### src/rtl/regfile_wb_arbiter_pkg.sv
// Shared sizing defaults for the register-file writeback path.
package regfile_wb_arbiter_pkg;
  localparam int NREQ_DEF = 3;
  localparam int DW_DEF   = 16;
  localparam int AW_DEF   = 3;
  localparam int NREG_DEF = 1 << AW_DEF;
endpackage

### src/rtl/rr_arbiter.sv
// Round-robin arbiter: picks the first requester at or after ptr, wrapping.
module rr_arbiter #(
  parameter int N  = 3,
  parameter int PW = (N > 1) ? $clog2(N) : 1
) (
  input  logic [N-1:0]  req,
  input  logic [PW-1:0] ptr,
  input  logic          en,
  output logic [N-1:0]  gnt,
  output logic [PW-1:0] gnt_idx,
  output logic          gnt_any
);
  always_comb begin
    int j;
    gnt     = '0;
    gnt_idx = '0;
    gnt_any = 1'b0;
    j       = 0;
    for (int k = 0; k < N; k++) begin
      j = int'(ptr) + k;
      if (j >= N) j = j - N;
      if (en && !gnt_any && req[j]) begin
        gnt[j]  = 1'b1;
        gnt_idx = PW'(j);
        gnt_any = 1'b1;
      end
    end
  end
endmodule

### src/rtl/regfile_wb_arbiter.sv
// Writeback arbiter for the register file write port, with a pending-write
// scoreboard for RAW hazard stalls.
module regfile_wb_arbiter
  import regfile_wb_arbiter_pkg::*;
#(
  parameter int NREQ = NREQ_DEF,
  parameter int DW   = DW_DEF,
  parameter int AW   = AW_DEF,
  parameter int NREG = NREG_DEF
) (
  input  logic              clock,
  input  logic              reset,
  input  logic [NREQ-1:0]   req_valid,
  output logic [NREQ-1:0]   req_ready,
  input  logic [NREQ*AW-1:0] req_addr,
  input  logic [NREQ*DW-1:0] req_data,
  input  logic              wb_hold,
  input  logic              rsv_en,
  input  logic [AW-1:0]     rsv_addr,
  output logic [NREG-1:0]   busy,
  output logic              reg_wren,
  output logic [AW-1:0]     reg_wraddr,
  output logic [DW-1:0]     reg_wrdata,
  output logic              err_unrsv
);
  localparam int PW = (NREQ > 1) ? $clog2(NREQ) : 1;
  localparam logic [PW-1:0] LAST = PW'(NREQ - 1);

  logic [NREQ-1:0][AW-1:0] addr_v;
  logic [NREQ-1:0][DW-1:0] data_v;
  logic [PW-1:0]           rr_ptr, gidx;
  logic                    xfer;
  logic [AW-1:0]           wa;
  logic [NREG-1:0]         busy_nxt;

  assign addr_v = req_addr;
  assign data_v = req_data;

  // Gated by reset so nothing is accepted (and later lost) during reset.
  rr_arbiter #(.N(NREQ), .PW(PW)) u_arb (
    .req     (req_valid),
    .ptr     (rr_ptr),
    .en      (!wb_hold && !reset),
    .gnt     (req_ready),
    .gnt_idx (gidx),
    .gnt_any (xfer)
  );

  assign wa = addr_v[gidx];

  // Set after clear so a same-cycle re-reservation survives the retiring write.
  always_comb begin
    busy_nxt = busy;
    if (xfer)   busy_nxt[wa]       = 1'b0;
    if (rsv_en) busy_nxt[rsv_addr] = 1'b1;
  end

  always_ff @(posedge clock) begin
    if (reset) begin
      reg_wren   <= 1'b0;
      reg_wraddr <= '0;
      reg_wrdata <= '0;
      busy       <= '0;
      err_unrsv  <= 1'b0;
      rr_ptr     <= '0;
    end else begin
      reg_wren <= xfer;
      busy     <= busy_nxt;
      if (xfer) begin
        reg_wraddr <= wa;
        reg_wrdata <= data_v[gidx];
        rr_ptr     <= (gidx == LAST) ? '0 : gidx + 1'b1;
        if (!busy[wa] && !(rsv_en && rsv_addr == wa)) err_unrsv <= 1'b1;
      end
    end
  end
endmodule
### config.mk
export PLATFORM = sky130hd
export DESIGN_NAME = regfile_wb_arbiter
export DESIGN_NICKNAME = d
export VERILOG_FILES = /design/src/rtl/regfile_wb_arbiter_pkg.sv /design/src/rtl/rr_arbiter.sv /design/src/rtl/regfile_wb_arbiter.sv
export SDC_FILE = /design/constraint.sdc
export NUM_CORES = 1
export LEC_CHECK = 0
export CORE_MARGIN = 3
export CORE_UTILIZATION = 43
export CTS_BUF_LIST = sky130_fd_sc_hd__clkbuf_16
export DETAILED_ROUTE_END_ITERATION = 8
export GPL_TIMING_DRIVEN = 0
export PLACE_DENSITY = 0.95
export REMOVE_ABC_BUFFERS = 1
export SYNTH_ARGS = -nofsm -noshare
export SYNTH_HDL_FRONTEND = slang
export SYNTH_SLANG_ARGS = --single-unit
### constraint.sdc
create_clock -name clock -period 7.5 [get_ports clock]
set_clock_uncertainty 0.1 [all_clocks]
set_input_delay 1.5 -clock clock [delete_from_list [all_inputs] [get_ports clock]]
set_output_delay 1.5 -clock clock [all_outputs]
set_load 0.01 [all_outputs]
Yosys cells after proc, flatten, opt, wreduce, memory -nomap -nowiden
Index checks and enable logic that the tools add are counted.
Storage, ports and cells
  output and inout bits: 32
  register bits: 31
  latch bits: 0
  logic and storage cells: 93
  bits in writable memories: 0
  memories: 0
  input port bits: 67
  ROM bits: 0
Operators by class
  shift-type cells: 0
  eq/ne operators: 2
  bitwise operators: 5
  muxes and demuxes: 40
  div/mod/pow operators: 0
  order comparisons: 14
  reductions and logical operators: 20
  multiply operators: 0
  add/sub/neg operators: 6
Operators by type and width (count)
  $ge 32x1->1 const B: 3
  $lt 32x4->1 const B: 3
  $mux 32: 3
  $ge 32x3->1 const B: 2
  $sub 32x3->32 const B: 2
  $bmux 16 s2: 1
  $mux 16: 1
  $mux 8: 2
  $mux 1: 15
  $logic_and 1x1->1: 13
  $mux 3: 4
  $and 8x8->8: 1
  $lt 3x4->1 const B: 2
  $mux 2: 4
  $not 8->8: 1
  $or 8x8->8: 1
  $bmux 1 s2: 3
  $bmux 3 s2: 1
  $demux 1 s2: 3
  $demux 1 s3: 2
  $ge 3x1->1 const B: 2
  $logic_not 1->1: 6
  $or 3x3->3: 2
  $add 2x1->3 const B: 1
  other kinds (9): 9

Logic depth before layout (Yosys ltp)
  depth in word-level cells: 26
  depth in mapped cells: 12

By module
From an unflattened synthesis, not the netlist that was laid out.
Second synthesis, totals
  cells, all modules: 244
  area total of the unflattened synthesis: 1996.9 sq um
By module, submodules not included
  regfile_wb_arbiter: area an instance 1665.3 sq um, sequential area each 620.6 sq um, cells an instance 204, times used 1
  rr_arbiter: area an instance 331.6 sq um, sequential area each 0.0 sq um, cells an instance 40, times used 1

Least setup slack after synthesis
OpenSTA, ideal clock, no wires.
  path type: input -> output
  from: in reset
  to: out req_ready[2]
  setup slack: 3227 ps
  required time: 5900 ps
  data arrival time: 2673 ps
  stages on the path: 6
  path buffers: 2
  path through: buf_2 -> nor3_2 -> a32oi_1 -> or4b_1 -> buf_4 -> nand3_1
On the way
  longest elaborated chain between the ends: 12
RTL lines
  start: declaration: line regfile_wb_arbiter.sv:12  | input logic reset,
  $logic_not 1->1 *: line regfile_wb_arbiter.sv:43  | .en (!wb_hold && !reset),
  $logic_and 1x1->1 *: line regfile_wb_arbiter.sv:43
  $logic_and 1x1->1: line rr_arbiter.sv:22  | if (en && !gnt_any && req[j]) begin
  $mux 1: line rr_arbiter.sv:22
  $logic_not 1->1: line rr_arbiter.sv:22
  $logic_and 1x1->1 (2 in series): line rr_arbiter.sv:22
  $mux 1: line rr_arbiter.sv:22
  $logic_not 1->1: line rr_arbiter.sv:22
  $logic_and 1x1->1 (2 in series): line rr_arbiter.sv:22
  $mux 3 *: line rr_arbiter.sv:22
  end: declaration: line regfile_wb_arbiter.sv:14  | output logic [NREQ-1:0] req_ready,
Every way passes the cells marked *; elsewhere a longest branch is shown, timed or not.

Final worst setup path
Same ends and word-level chain as after synthesis.

==> reports/qor.csv <==
stage,metric,value,unit
outcome,outcome,finished clean,
final_layout,Finished Cell Area,0.003095,mm²
global_routing,global-route wire length before repair,9349,µm
synthesis,post-synthesis sequential area ratio,0.3182,
critical_path,worst path required time,5.90,ns
placed_design,GPL Wtd Cong,0.9661,
global_routing,global-route usage over all layers,0.2227,
pwr,worst vdd ir,0.1390,mV
placed_design,pre-CTS WS,1.380,ns
pwr,total power,0.0006422,W
global_routing,initial antenna violation count,0,
die,Die ar.,0.005380,mm²
synthesis,Syn Area/Cell,8.230,µm²
pwr,leakage,1.120,nW
clock_tree,number of CTS-inserted buffers,5,
synthesis,Post-synth EDFFs,0,
final_layout,share of cells above drive strength 1,0.06383,
drt,DR vias/cell,5.517,
clock_tree,Post CTS Setup Buffer Count,0,
sta,crit path time final,6.149,ns
drt,via count,2091,
die,Die W,73.35,µm
final_layout,layout net count,399,
clock_tree,clk slew on worst S/H paths,0.05,ns
pwr,P per Cell Area,207.5,mW/mm²
final_layout,area grow syn2layout,58.69,%
die,Boundary Pins,99,
clock_tree,H-tree level count,2,
die,row cnt,23,
drt,antenna-violating nets left,0,
critical_path,CP Launch Type,input pin,
critical_path,crit-path max FO,34,
final_layout,FF/Latch Area,620.6,µm²
synthesis,Seq cells post-synth,31,
die,Initial Utilization,0.4675,
final_layout,"most common cell after layout, fill and taps aside",clkdlybuf4s50_1,
synthesis,Syn. warnings,0,
sta,# setup viols final,0,
clock_tree,clock latency on the worst-skew pair,0.27,ns
die,Die Y,73.35,µm
sta,Final Worst Setup Slack,1.351,ns
sta,final hold vios,0,
drt,routed wire length per instance,15.45,µm
drt,initial DRC count,182,
synthesis,largest cells by area after synthesis,"dfxtp_1 (32%), mux2i_1 (11%), a21oi_1 (5.4%)",
drt,Total Wirelength,5857,µm
global_routing,largest net degree at the start of global routing,35,
clock_tree,CTS resizes,0,
sta,Rel. slew slack,0.1564,
min_path,Hold Crit Class,reg2reg,
sta,Setup TNS Final,0,ns
synthesis,Cells after Synth,237,
placed_design,HPWL after detailed placement,4351,µm
drt,drt drc,0,
sta,max-slew violation count,0,
flow_run,max-cap viol count,0,
synthesis,Synth area leader,dfxtp_1,
drt,TritonRoute pass-1 iters,4,
clock_tree,CTS tree,yes,
clock_tree,Max Root-Sink Buffers,2,
synthesis,ys flop type,dfxtp_1,
synthesis,post-synth cell types,47,
final_layout,Ant. Diodes,0,
critical_path,Setup crit end kind,output port,
final_layout,"commonest cells after routing, fill and taps aside","clkdlybuf4s50_1 (98), dfxtp_1 (31), nor2_1 (25)",
critical_path,CP arrival,4.55,ns
final_layout,area of the multi-input gates,0.001245,mm²
clock_tree,clk root buf,clkbuf_16,
sta,period utilisation layout,0.8199,
clock_tree,# hold bufs at CTS,0,
global_routing,Overflow after GRT,0,
placed_design,DP Area,0.002932,mm²
clock_tree,Clock Sinks,31,
synthesis,area share of the largest cell type after synthesis,0.3182,
global_routing,vias in the first global route,2032,
die,Core Area,0.004173,mm²
synthesis,Post-Syn Area,0.001951,mm²
sta,RSZ-0062 raised after global routing,no,
sta,Slew @ Worst Pin,1.261,ns
critical_path,Setup CP Type,in2out,
sta,Peak Freq,162.6,MHz
final_layout,fillcell total,310,
synthesis,Synth async-reset ratio,0,
placed_design,port bufs,98,
[sequential cells by signal, indices dropped and copies added (netlist names)]
| name | cells |
|---|---|
| rr_ptr | 2 |
| err_unrsv | 1 |
| busy | 8 |
| reg_wrdata | 16 |
| reg_wren | 1 |
| reg_wraddr | 3 |
[final timing paths]
check	from	end	slack [ns]	depth (start not counted)
min reg2reg	reg_wraddr[2]$_SDFFE_PP0N_	reg_wraddr[2]$_SDFFE_PP0N_	0.35	2
min	reg_wraddr[2]$_SDFFE_PP0N_	reg_wraddr[2]$_SDFFE_PP0N_	0.35	2
max reg2reg	rr_ptr[1]$_SDFFE_PP0N_	reg_wrdata[7]$_SDFFE_PP0N_	3.68	9
max	reset	req_ready[2]	1.35	6
[synth_stat cells, types with 2 or more instances]
| master | count |
|---|---|
| o21ai_0 | 10 |
| a21oi_1 | 21 |
| nand3_1 | 8 |
| buf_2 | 2 |
| xor2_1 | 4 |
| nor2_1 | 25 |
| nand2b_1 | 8 |
| or2_2 | 2 |
| mux2i_1 | 22 |
| o22ai_1 | 9 |
| clkbuf_1 | 9 |
| or2_1 | 2 |
| a22oi_1 | 9 |
| a211oi_1 | 9 |
| dfxtp_1 | 31 |
| nor3_1 | 3 |
| inv_1 | 5 |
| buf_4 | 2 |
| nor2b_1 | 3 |
| nand2_1 | 23 |
| ha_1 | 4 |
[worst max-delay path, stage by stage]
cell             delay [ns]
clkdlybuf4s50_1        1.05
nor3_2                 0.39
a32oi_1                0.19
or4b_1                 0.70
nand3_1                0.15
clkdlybuf4s50_1        0.54
[layer usage]
layer,wire [µm],vias up,track usage
met3,506,4,0.07934
met4,41,0,0.06036
met5,0,-,0
met2,3058,89,0.3972
met1,2251,958,0.2494
li1,-,1040,-
[logic make-up after synthesis]
| kind of cell | after synthesis | share of synthesized area |
|---|---|---|
| xor gates and xnor gates | 5 | 0.02245 |
| buffers and inverters | 20 | 0.04361 |
| muxes | 25 | 0.1334 |
| AOI/OAI and AO/OA | 70 | 0.2463 |
| DFF | 31 | 0.3182 |
| adders and majority gates | 4 | 0.02566 |
| and+or+nand+nor | 82 | 0.2104 |
[metrics by stage]
step	utilization	hold slack (ns)	cells
finish	0.7418	0.3523	379
global placement	0.7025	0.3404	371
global route	0.7418	0.3844	379
floorplan	-	0.3700	223
CTS	0.7418	0.3589	379
detailed placement	0.7025	0.3521	371
[report_power, final]
group	total [W]	internal, W	switching, W
sequential	0.000199	0.000187	0.0000117
combinational	0.000220	0.000114	0.000105
clock	0.000224	0.000155	0.0000690
[cell type report]
type | instances | area share
Multi-Input combinational cell | 186 | 0.4022
Timing Repair Buffer | 98 | 0.3169
Sequential cell | 31 | 0.2005
Clock buffer | 5 | 0.04042
Tap cell | 50 | 0.02021
Clock inverter | 3 | 0.01253
Inverter | 6 | 0.007276
Power figures use the tool's default switching activity.
